[src/rtl/pmo_pkg.sv]
// Shared touch FSM encoding, input indexing and default timing constants.
package pmo_pkg;

   typedef enum logic [1:0] {
      ST_IDLE   = 2'd0,
      ST_TOUCH  = 2'd1,
      ST_PET    = 2'd2,
      ST_EXPECT = 2'd3
   } touch_state_e;

   // Defaults assume a 100 MHz clock
   localparam int unsigned DB_CYCLES_DEF          = 1_000_000;
   localparam int unsigned PET_HOLD_CYCLES_DEF    = 200_000_000;
   localparam int unsigned EXPECT_HOLD_CYCLES_DEF = 500_000_000;

   // Bit positions of the six conditioned inputs
   localparam int unsigned N_IN      = 6;
   localparam int unsigned IDX_TOUCH = 5;
   localparam int unsigned IDX_C     = 4;
   localparam int unsigned IDX_U     = 3;
   localparam int unsigned IDX_D     = 2;
   localparam int unsigned IDX_L     = 1;
   localparam int unsigned IDX_R     = 0;

   // Counter width for a terminal count of n-1; never narrower than one bit
   function automatic int unsigned cnt_w(input int unsigned n);
      return (n > 1) ? int'($clog2(n)) : 1;
   endfunction

endpackage

[src/rtl/debounce_onepulse.sv]
// Synchronise, debounce and edge-detect one asynchronous active-high input.
module debounce_onepulse
   import pmo_pkg::*;
#(
   parameter int unsigned DB_CYCLES = DB_CYCLES_DEF
) (
   input  logic clk,
   input  logic rst,
   input  logic raw,
   output logic level,
   output logic pulse
);

   localparam int unsigned   CW       = cnt_w(DB_CYCLES);
   localparam logic [CW-1:0] CNT_LAST = CW'(DB_CYCLES - 1);

   logic [1:0]    sync_q, sync_d;
   logic [1:0]    vld_q, vld_d;
   logic          arm_q, arm_d;
   logic [CW-1:0] cnt_q, cnt_d;
   logic          level_q, level_d;
   logic          prev_q, prev_d;
   logic          pulse_q, pulse_d;

   // Debounce counter, level toggle and rise detection.
   // A rise is only accepted once the input has been seen low since reset,
   // so an input held high across reset never produces a level or pulse.
   always_comb begin
      sync_d  = {sync_q[0], raw};
      vld_d   = {vld_q[0], 1'b1};
      arm_d   = arm_q | (vld_q[1] & ~sync_q[1]);
      level_d = level_q;
      cnt_d   = '0;
      prev_d  = level_q;
      pulse_d = level_q & ~prev_q;
      if ((sync_q[1] != level_q) && (arm_q || level_q)) begin
         if (cnt_q == CNT_LAST) begin
            level_d = ~level_q;
         end else begin
            cnt_d = cnt_q + CW'(1);
         end
      end
   end

   // State registers
   always_ff @(posedge clk or negedge rst) begin
      if (!rst) begin
         sync_q  <= '0;
         vld_q   <= '0;
         arm_q   <= 1'b0;
         cnt_q   <= '0;
         level_q <= 1'b0;
         prev_q  <= 1'b0;
         pulse_q <= 1'b0;
      end else begin
         sync_q  <= sync_d;
         vld_q   <= vld_d;
         arm_q   <= arm_d;
         cnt_q   <= cnt_d;
         level_q <= level_d;
         prev_q  <= prev_d;
         pulse_q <= pulse_d;
      end
   end

   assign level = level_q;
   assign pulse = pulse_q;

endmodule

[src/rtl/interaction_sensor.sv]
// Touch-pad and five-way-button conditioning with touch-session classification.
module interaction_sensor
   import pmo_pkg::*;
#(
   parameter int unsigned DB_CYCLES          = DB_CYCLES_DEF,
   parameter int unsigned PET_HOLD_CYCLES    = PET_HOLD_CYCLES_DEF,
   parameter int unsigned EXPECT_HOLD_CYCLES = EXPECT_HOLD_CYCLES_DEF
) (
   input  logic clk,
   input  logic rst,
   input  logic touch_raw,
   input  logic btn_c_raw,
   input  logic btn_u_raw,
   input  logic btn_d_raw,
   input  logic btn_l_raw,
   input  logic btn_r_raw,
   output logic touched,
   output logic petting,
   output logic expecting,
   output logic awaking,
   output logic pressed,
   output logic up,
   output logic down,
   output logic left,
   output logic right
);

   localparam int unsigned   PW         = cnt_w(PET_HOLD_CYCLES);
   localparam int unsigned   EW         = cnt_w(EXPECT_HOLD_CYCLES);
   localparam int unsigned   HW         = (PW > EW) ? PW : EW;
   localparam logic [HW-1:0] PET_LAST   = HW'(PET_HOLD_CYCLES - 1);
   localparam logic [HW-1:0] EXPCT_LAST = HW'(EXPECT_HOLD_CYCLES - 1);

   logic [N_IN-1:0] raw_vec;
   logic [N_IN-1:0] lvl;
   logic [N_IN-1:0] pls;
   logic            t;

   touch_state_e    state_q, state_d;
   logic [HW-1:0]   hold_q, hold_d;
   logic [N_IN-1:0] lvl_prev_q, lvl_prev_d;
   logic            awaking_q, awaking_d;
   logic            touched_q, touched_d;
   logic            petting_q, petting_d;
   logic            expecting_q, expecting_d;

   assign raw_vec = {touch_raw, btn_c_raw, btn_u_raw, btn_d_raw, btn_l_raw, btn_r_raw};

   // One conditioning channel per raw input
   for (genvar g = 0; g < N_IN; g++) begin : g_in
      debounce_onepulse #(
         .DB_CYCLES (DB_CYCLES)
      ) u_db (
         .clk   (clk),
         .rst   (rst),
         .raw   (raw_vec[g]),
         .level (lvl[g]),
         .pulse (pls[g])
      );
   end

   assign t = lvl[IDX_TOUCH];

   // Touch session next-state and shared hold counter
   always_comb begin
      state_d = state_q;
      hold_d  = hold_q;
      case (state_q)
         ST_IDLE: begin
            if (t) begin
               state_d = ST_TOUCH;
               hold_d  = '0;
            end
         end
         ST_TOUCH: begin
            if (!t) begin
               state_d = ST_IDLE;
            end else if (hold_q == PET_LAST) begin
               state_d = ST_PET;
            end else begin
               hold_d = hold_q + HW'(1);
            end
         end
         ST_PET: begin
            if (!t) begin
               state_d = ST_EXPECT;
               hold_d  = '0;
            end
         end
         ST_EXPECT: begin
            if (t) begin
               state_d = ST_TOUCH;
               hold_d  = '0;
            end else if (hold_q == EXPCT_LAST) begin
               state_d = ST_IDLE;
            end else begin
               hold_d = hold_q + HW'(1);
            end
         end
         default: begin
            state_d = ST_IDLE;
            hold_d  = '0;
         end
      endcase
   end

   // Level decode of the next state and combined rise pulse, aligned with the per-input pulses
   always_comb begin
      lvl_prev_d  = lvl;
      awaking_d   = |(lvl & ~lvl_prev_q);
      touched_d   = (state_d == ST_TOUCH) || (state_d == ST_PET);
      petting_d   = (state_d == ST_PET);
      expecting_d = (state_d == ST_EXPECT);
   end

   // State and output registers
   always_ff @(posedge clk or negedge rst) begin
      if (!rst) begin
         state_q     <= ST_IDLE;
         hold_q      <= '0;
         lvl_prev_q  <= '0;
         awaking_q   <= 1'b0;
         touched_q   <= 1'b0;
         petting_q   <= 1'b0;
         expecting_q <= 1'b0;
      end else begin
         state_q     <= state_d;
         hold_q      <= hold_d;
         lvl_prev_q  <= lvl_prev_d;
         awaking_q   <= awaking_d;
         touched_q   <= touched_d;
         petting_q   <= petting_d;
         expecting_q <= expecting_d;
      end
   end

   // The touch channel's own pulse has no consumer; awaking covers touch rises
   logic unused_touch_pulse;
   assign unused_touch_pulse = pls[IDX_TOUCH];

   assign touched   = touched_q;
   assign petting   = petting_q;
   assign expecting = expecting_q;
   assign awaking   = awaking_q;
   assign pressed   = pls[IDX_C];
   assign up        = pls[IDX_U];
   assign down      = pls[IDX_D];
   assign left      = pls[IDX_L];
   assign right     = pls[IDX_R];

endmodule

[config.mk]
export PLATFORM = sky130hd
export DESIGN_NAME = interaction_sensor
export DESIGN_NICKNAME = d
export VERILOG_FILES = /design/src/rtl/pmo_pkg.sv /design/src/rtl/debounce_onepulse.sv /design/src/rtl/interaction_sensor.sv
export SDC_FILE = /design/constraint.sdc
export NUM_CORES = 1
export LEC_CHECK = 0
export ABC_AREA = 0
export CAP_MARGIN = 30
export CORE_MARGIN = 10
export CORE_UTILIZATION = 60
export CTS_BUF_LIST = sky130_fd_sc_hd__clkbuf_2 sky130_fd_sc_hd__clkbuf_4 sky130_fd_sc_hd__clkbuf_8
export CTS_CLUSTER_DIAMETER = 40
export DETAILED_ROUTE_END_ITERATION = 10
export GPL_TIMING_DRIVEN = 0
export PLACE_DENSITY_LB_ADDON = 0.15
export SLEW_MARGIN = 20
export SYNTH_ARGS = -nofsm -noshare
export SYNTH_HDL_FRONTEND = slang
export SYNTH_HIERARCHICAL = 1
export SYNTH_SLANG_ARGS = --single-unit
[constraint.sdc]
create_clock -name clk -period 2.9 [get_ports clk]
set_input_delay 0.58 -clock clk [delete_from_list [all_inputs] [get_ports clk]]
set_output_delay 0.58 -clock clk [all_outputs]
set_load 0.03 [all_outputs]
==> Word level (Yosys, flattened, before mapping) <==
Cells that the tools add are included.
{ "classes": {"n_addsub": 7, "eq_ne": 25, "mux": 26, "bitwise": 36, "n_reduce_logical": 22} }
{ "ops": {"columns": ["cell", "count"], "rows": [
  ["$mux 20", 12],
  ["$mux 29", 6],
  ["$add 20x1->20 const B", 6],
  ["$eq 20x20->1 const B", 6],
  ["$pmux 29 s4", 1],
  ["$add 29x1->29 const B", 1],
  ["$eq 29x28->1 const B", 1],
  ["$eq 29x29->1 const B", 1],
  ["$not 1->1", 17],
  ["$mux 2", 6],
  ["$reduce_and 2->1", 6],
  ["$and 1x1->1", 11],
  ["$eq 2x2->1 const B", 4],
  ["$pmux 2 s4", 1],
  ["$logic_or 1x1->1", 7],
  ["$and 6x6->6", 1],
  ["$logic_and 1x1->1", 6],
  ["$ne 1x1->1", 6],
  ["$not 6->6", 1],
  ["$or 1x1->1", 6],
  ["$reduce_or 6->1", 1],
  ["$reduce_and 5->1", 1],
  ["$eq 2x1->1 const B", 2],
  ["$ne 2x1->1 const B", 2],
  ["3 further kinds", 4]
]} }
{ "word_totals": {"register_bits": 207, "out_inout_bits": 9, "elab_cells": 163} }

==> Logic depth before layout (Yosys ltp) <==
{ "logic_depth": {"depth_word": 6, "depth_mapped": 9, "depth_no_buf": 9} }

==> Modules after synthesis <==
Netlist, hierarchy kept.
{ "modules_own_cells": {"columns": ["module", "n_inst", "cells_per_inst", "area_each_um2"], "rows": [
  ["debounce_onepulse", 6, 122, 1270.0],
  ["interaction_sensor", 1, 233, 2158.3]
]} }

==> Worst setup path after synthesis <==
Ideal clock, no wire load.
{ "synth_path": {"path_kind": "flip-flop to flip-flop", "startpoint": "register hold_q[0]", "endpoint": "register hold_q[24]", "t_arrival_ns": 2.387, "required_ns": 2.822, "slack_ns": 0.435, "stages_incl_launch_ff": 8, "n_path_buf": 1, "synth_period_minus_slack_ns": 2.465, "cell_sequence": "dfrtp_1 ha_1 nand4_2 or4_4 or4_1 buf_2 or3_1 a21oi_1"} }
{ "synth_between": {"elab_chain_cells": 4} }
{ "synth_rtl": {"columns": ["item", "line", "source"], "rows": [
  ["start, declared", "interaction_sensor.sv:40", "logic [HW-1:0] hold_q, hold_d;"],
  ["start signal, assigned", "interaction_sensor.sv:128", "hold_q <= hold_d;"],
  ["$add 29x1->29", "interaction_sensor.sv:81, interaction_sensor.sv:97", null],
  ["$mux 29, on equally long branches", "interaction_sensor.sv:94, interaction_sensor.sv:78", null],
  ["$mux 29, on equally long branches", "interaction_sensor.sv:91, interaction_sensor.sv:76", null],
  ["$pmux 29 s4", "interaction_sensor.sv:68", "case (state_q)"]
]} }
Several ways; a longest one is shown, not always the timed one. The select of a mux whose other input is x is not followed.
A chain may end at the register's enable or synchronous reset.

==> Worst setup path after layout <==
{ "layout_path": {"startpoint": "register hold_q[0]", "endpoint": "register touched_q (netlist: touched)"} }
{ "layout_between": {"elab_chain_cells": 6} }
{ "layout_rtl": {"columns": ["item", "line", "source"], "rows": [
  ["$eq 29x29->1 or $eq 29x28->1 (tied branches)", "interaction_sensor.sv:94, interaction_sensor.sv:78", null],
  ["$mux 2, on equally long branches", "interaction_sensor.sv:94, interaction_sensor.sv:78", null],
  ["$mux 2, on equally long branches", "interaction_sensor.sv:91, interaction_sensor.sv:76", null],
  ["$pmux 2 s4 *", "interaction_sensor.sv:68", null],
  ["named net state_d[0]", "interaction_sensor.sv:39", "touch_state_e state_q, state_d;"],
  ["$eq 2x1->1 or $eq 2x2->1 (tied branches)", "interaction_sensor.sv:111", "touched_d = (state_d == ST_TOUCH) || (state_d == ST_PET);"],
  ["$logic_or 1x1->1 *", "interaction_sensor.sv:111", null],
  ["named net touched_d", "interaction_sensor.sv:43", "logic touched_q, touched_d;"],
  ["end signal, assigned", "interaction_sensor.sv:131", "touched_q <= touched_d;"],
  ["end, declared", "interaction_sensor.sv:43", null]
]} }
The timed path passes the listed nets; every way through them passes the cells marked *.

==> summary.txt <==
Floorplan
  • Die width: approximately 150 um
  • Initial core utilization: slightly above 60%
  • I/O pins: 17
  • Num rows: 46
  • Die area: roughly 22000 um2
  • Height of the die: 147 um
  • Core Area: ~16000 um2

Timing
  • Period utilization: a little over nine tenths
  • Worst-Margin Slew: 0.675 ns
  • Fmax: ~360 MHz
  • Setup-failing EPs final: 0
  • Final hold violation count: 0
  • Max-slew headroom: 54.8%
  • Max Clock Skew: around 0.02 ns
  • Slew Viols, Final: 0
  • Unrepaired setup endpoints after global routing: false
  • PnR worst setup slack: approximately 0.14 ns
  • Min cycle time layout: roughly 2.8 ns

CTS
  • Clock transition at the registers of the reported paths: about 0.06 ns
  • TritonCTS Buffers: 37
  • # Post-CTS Setup Buffers: 0
  • CTS Buffer Depth: 3
  • Num Clock Sinks: about 210
  • Skew-Pair Late Insertion Delay: between 0.5 and 0.6 ns
  • Root buf cell: clkbuf_8
  • H-tree depth: 2
  • CTS tree: yes

Layout
  • Non-Filler Instances: around 1300
  • N_diodes: 0
  • Layout cell share with drive strength beyond 1: 9.49%
  • Synth-to-layout area growth: 13.1%
  • Fin util: a little under 70%
  • Fin area: 11000 um2
  • Nets: 1037
  • Fillers: 1262

Job
  • Max Cap Viol: 0

Logic synthesis
  • Synthesized area per cell: 10.1 um2
  • Mapped Area: ~10000 um2
  • Synth Warn #: 6
  • Post-synth net total: about 980
  • Cells after synthesis: 962

GRT
  • Initial antenna violation count: 0
  • First-pass GRT wire length: roughly 33000 um
  • Vias in the first global route: approximately 7000
  • Gr ovfl total: 0
  • GRT Overall Usage: ~18%
  • Largest net degree at the start of global routing: between 90 and 100

Critical path
  • Critical path fanouts, max: 6
  • Startpoint class of the critical path: flop
  • CP Capture Type: flop
  • Required time worst endpoint: 3.37 ns
  • CP Data Arrival Time: ~3.2 ns
  • Crit Path Class: reg -> reg

Hold path
  • Hold/Removal Path Class: reg -> reg

Place
  • Post-DP HPWL: between 10000 and 15000 um
  • Final GP Congestion: 0.844
  • DP Worst Slack: approximately 0.012 ns
  • Placed cells: 1196
  • Area post-placement: between 10000 and 15000 um2
  • Buffers on Ports: 16

Drt
  • First drt pass iteration count: 5
  • Final Routed Wirelength: between 15000 and 20000 um
  • DRC viols: 0
  • Vias/cell: approximately 5.7
  • Routed Antenna Nets: 0
  • Total number of vias: 7208
  • DR WL/cell: 14.9 um
  • DRT iter0 DRCs: 453

Power
  • Total power: ~6 mW
  • Pwr per Cell Area: between 500 and 600 nW/um2
  • P_leak: between 4 and 5 nW
  • VDD IR-drop max: 0.000323 V

Run status
  • Status: completed
## path summary, 6_finish.rpt
check,from,to,slack (ns),cells after the start
hold / removal,g_in[2].u_db/sync_q[0],g_in[2].u_db/sync_q[1],0.34,0
min in group asynchronous,rst,g_in[3].u_db/prev_q,0.50,2
hold reg to reg,g_in[2].u_db/sync_q[0],g_in[2].u_db/sync_q[1],0.34,0
setup reg to reg,hold_q[0],touched,0.14,9
setup / recovery,hold_q[0],touched,0.14,9
max in group asynchronous,rst,g_in[1].u_db/cnt_q[12],1.67,3
## layer usage
metal / routed length, um / GRT usage [%] / up-vias
met2: 8660 / 27.5 / 139
met1: 8790 / 23.4 / 3464
met3: 961 / 4.48 / 31
met5: 0 / 0 / -
met4: 320 / 5.90 / 0
li1: - / - / 3574
## per-stage QoR
stage           TNS, ns  hold slack, ns
3_3_place_gp   -1480.21           0.332
5_1_grt               0           0.356
4_1_cts               0           0.340
3_5_place_dp          0           0.335
6_report              0           0.337
2_1_floorplan         0           0.284
## cell type report
| class | instances | area, um2 | area share [%] |
|---|---|---|---|
| Clock buffer | 56 | 714 | 6.50 |
| Multi-Input combinational cell | 698 | 4320 | 39.3 |
| Tap cell | 216 | 270 | 2.46 |
| Clock inverter | 6 | 43.8 | 0.398 |
| Sequential cell | 207 | 5180 | 47.1 |
| Buffer | 17 | 91.3 | 0.831 |
| Inverter | 40 | 150 | 1.37 |
| Timing Repair Buffer | 19 | 230 | 2.09 |
## power by group
part	total, mW	internal [mW]	switching [mW]
logic	0.171	0.0584	0.112
registers	2.96	2.93	0.0265
clock network	2.74	1.58	1.16
total	5.87	4.56	1.30
## state kept, by name, indices dropped and copies added (netlist names)
register          flops
hold_q               29
g_in.u_db/prev_q      5
lvl_prev_q            6
petting               1
g_in.u_db/arm_q       6
state_q               2
g_in.u_db/vld_q      12
awaking               1
touched               1
g_in.u_db/cnt_q     120
expecting             1
g_in.u_db/pulse       5
g_in.u_db/sync_q     12
g_in.u_db/level       6
## layout by cell type (no fill, tap or decap), types with 7 or more instances in the layout
cell type,count
or4b_1,7
nor3_1,30
clkbuf_1,7
nand2_1,71
and2_1,15
and3_1,26
a21oi_1,48
or4_1,30
dfrtp_1,207
or3_1,28
nand3_1,46
nor2_1,103
clkbuf_8,47
nand4_1,39
inv_1,40
xor2_1,33
nor4_1,11
ha_1,9
o21a_1,7
xnor2_1,41
nand3b_1,7
or4_4,7
o21ai_0,45
clkbuf_4,9
clkdlybuf4s50_1,15
o31ai_1,19
## worst max-delay path, cell delays in order (launching register included)
cell and delay (ns):
dfrtp_1 0.43, ha_1 0.27, nand4_2 0.17, or4_4 0.60
or3_1 0.47, a21oi_4 0.23, nor2_1 0.14, inv_1 0.11
ha_1 0.23, inv_1 0.05
## repair_timing
action / in CTS / in global routing
hold buffers: 1 / 0
gates resized for setup: 1 / 2
gates cloned: 0 / 0
endpoints found under the hold margin: 30 / 0
setup endpoints to repair: 1 / 3
(Power assumes the default switching activity.)
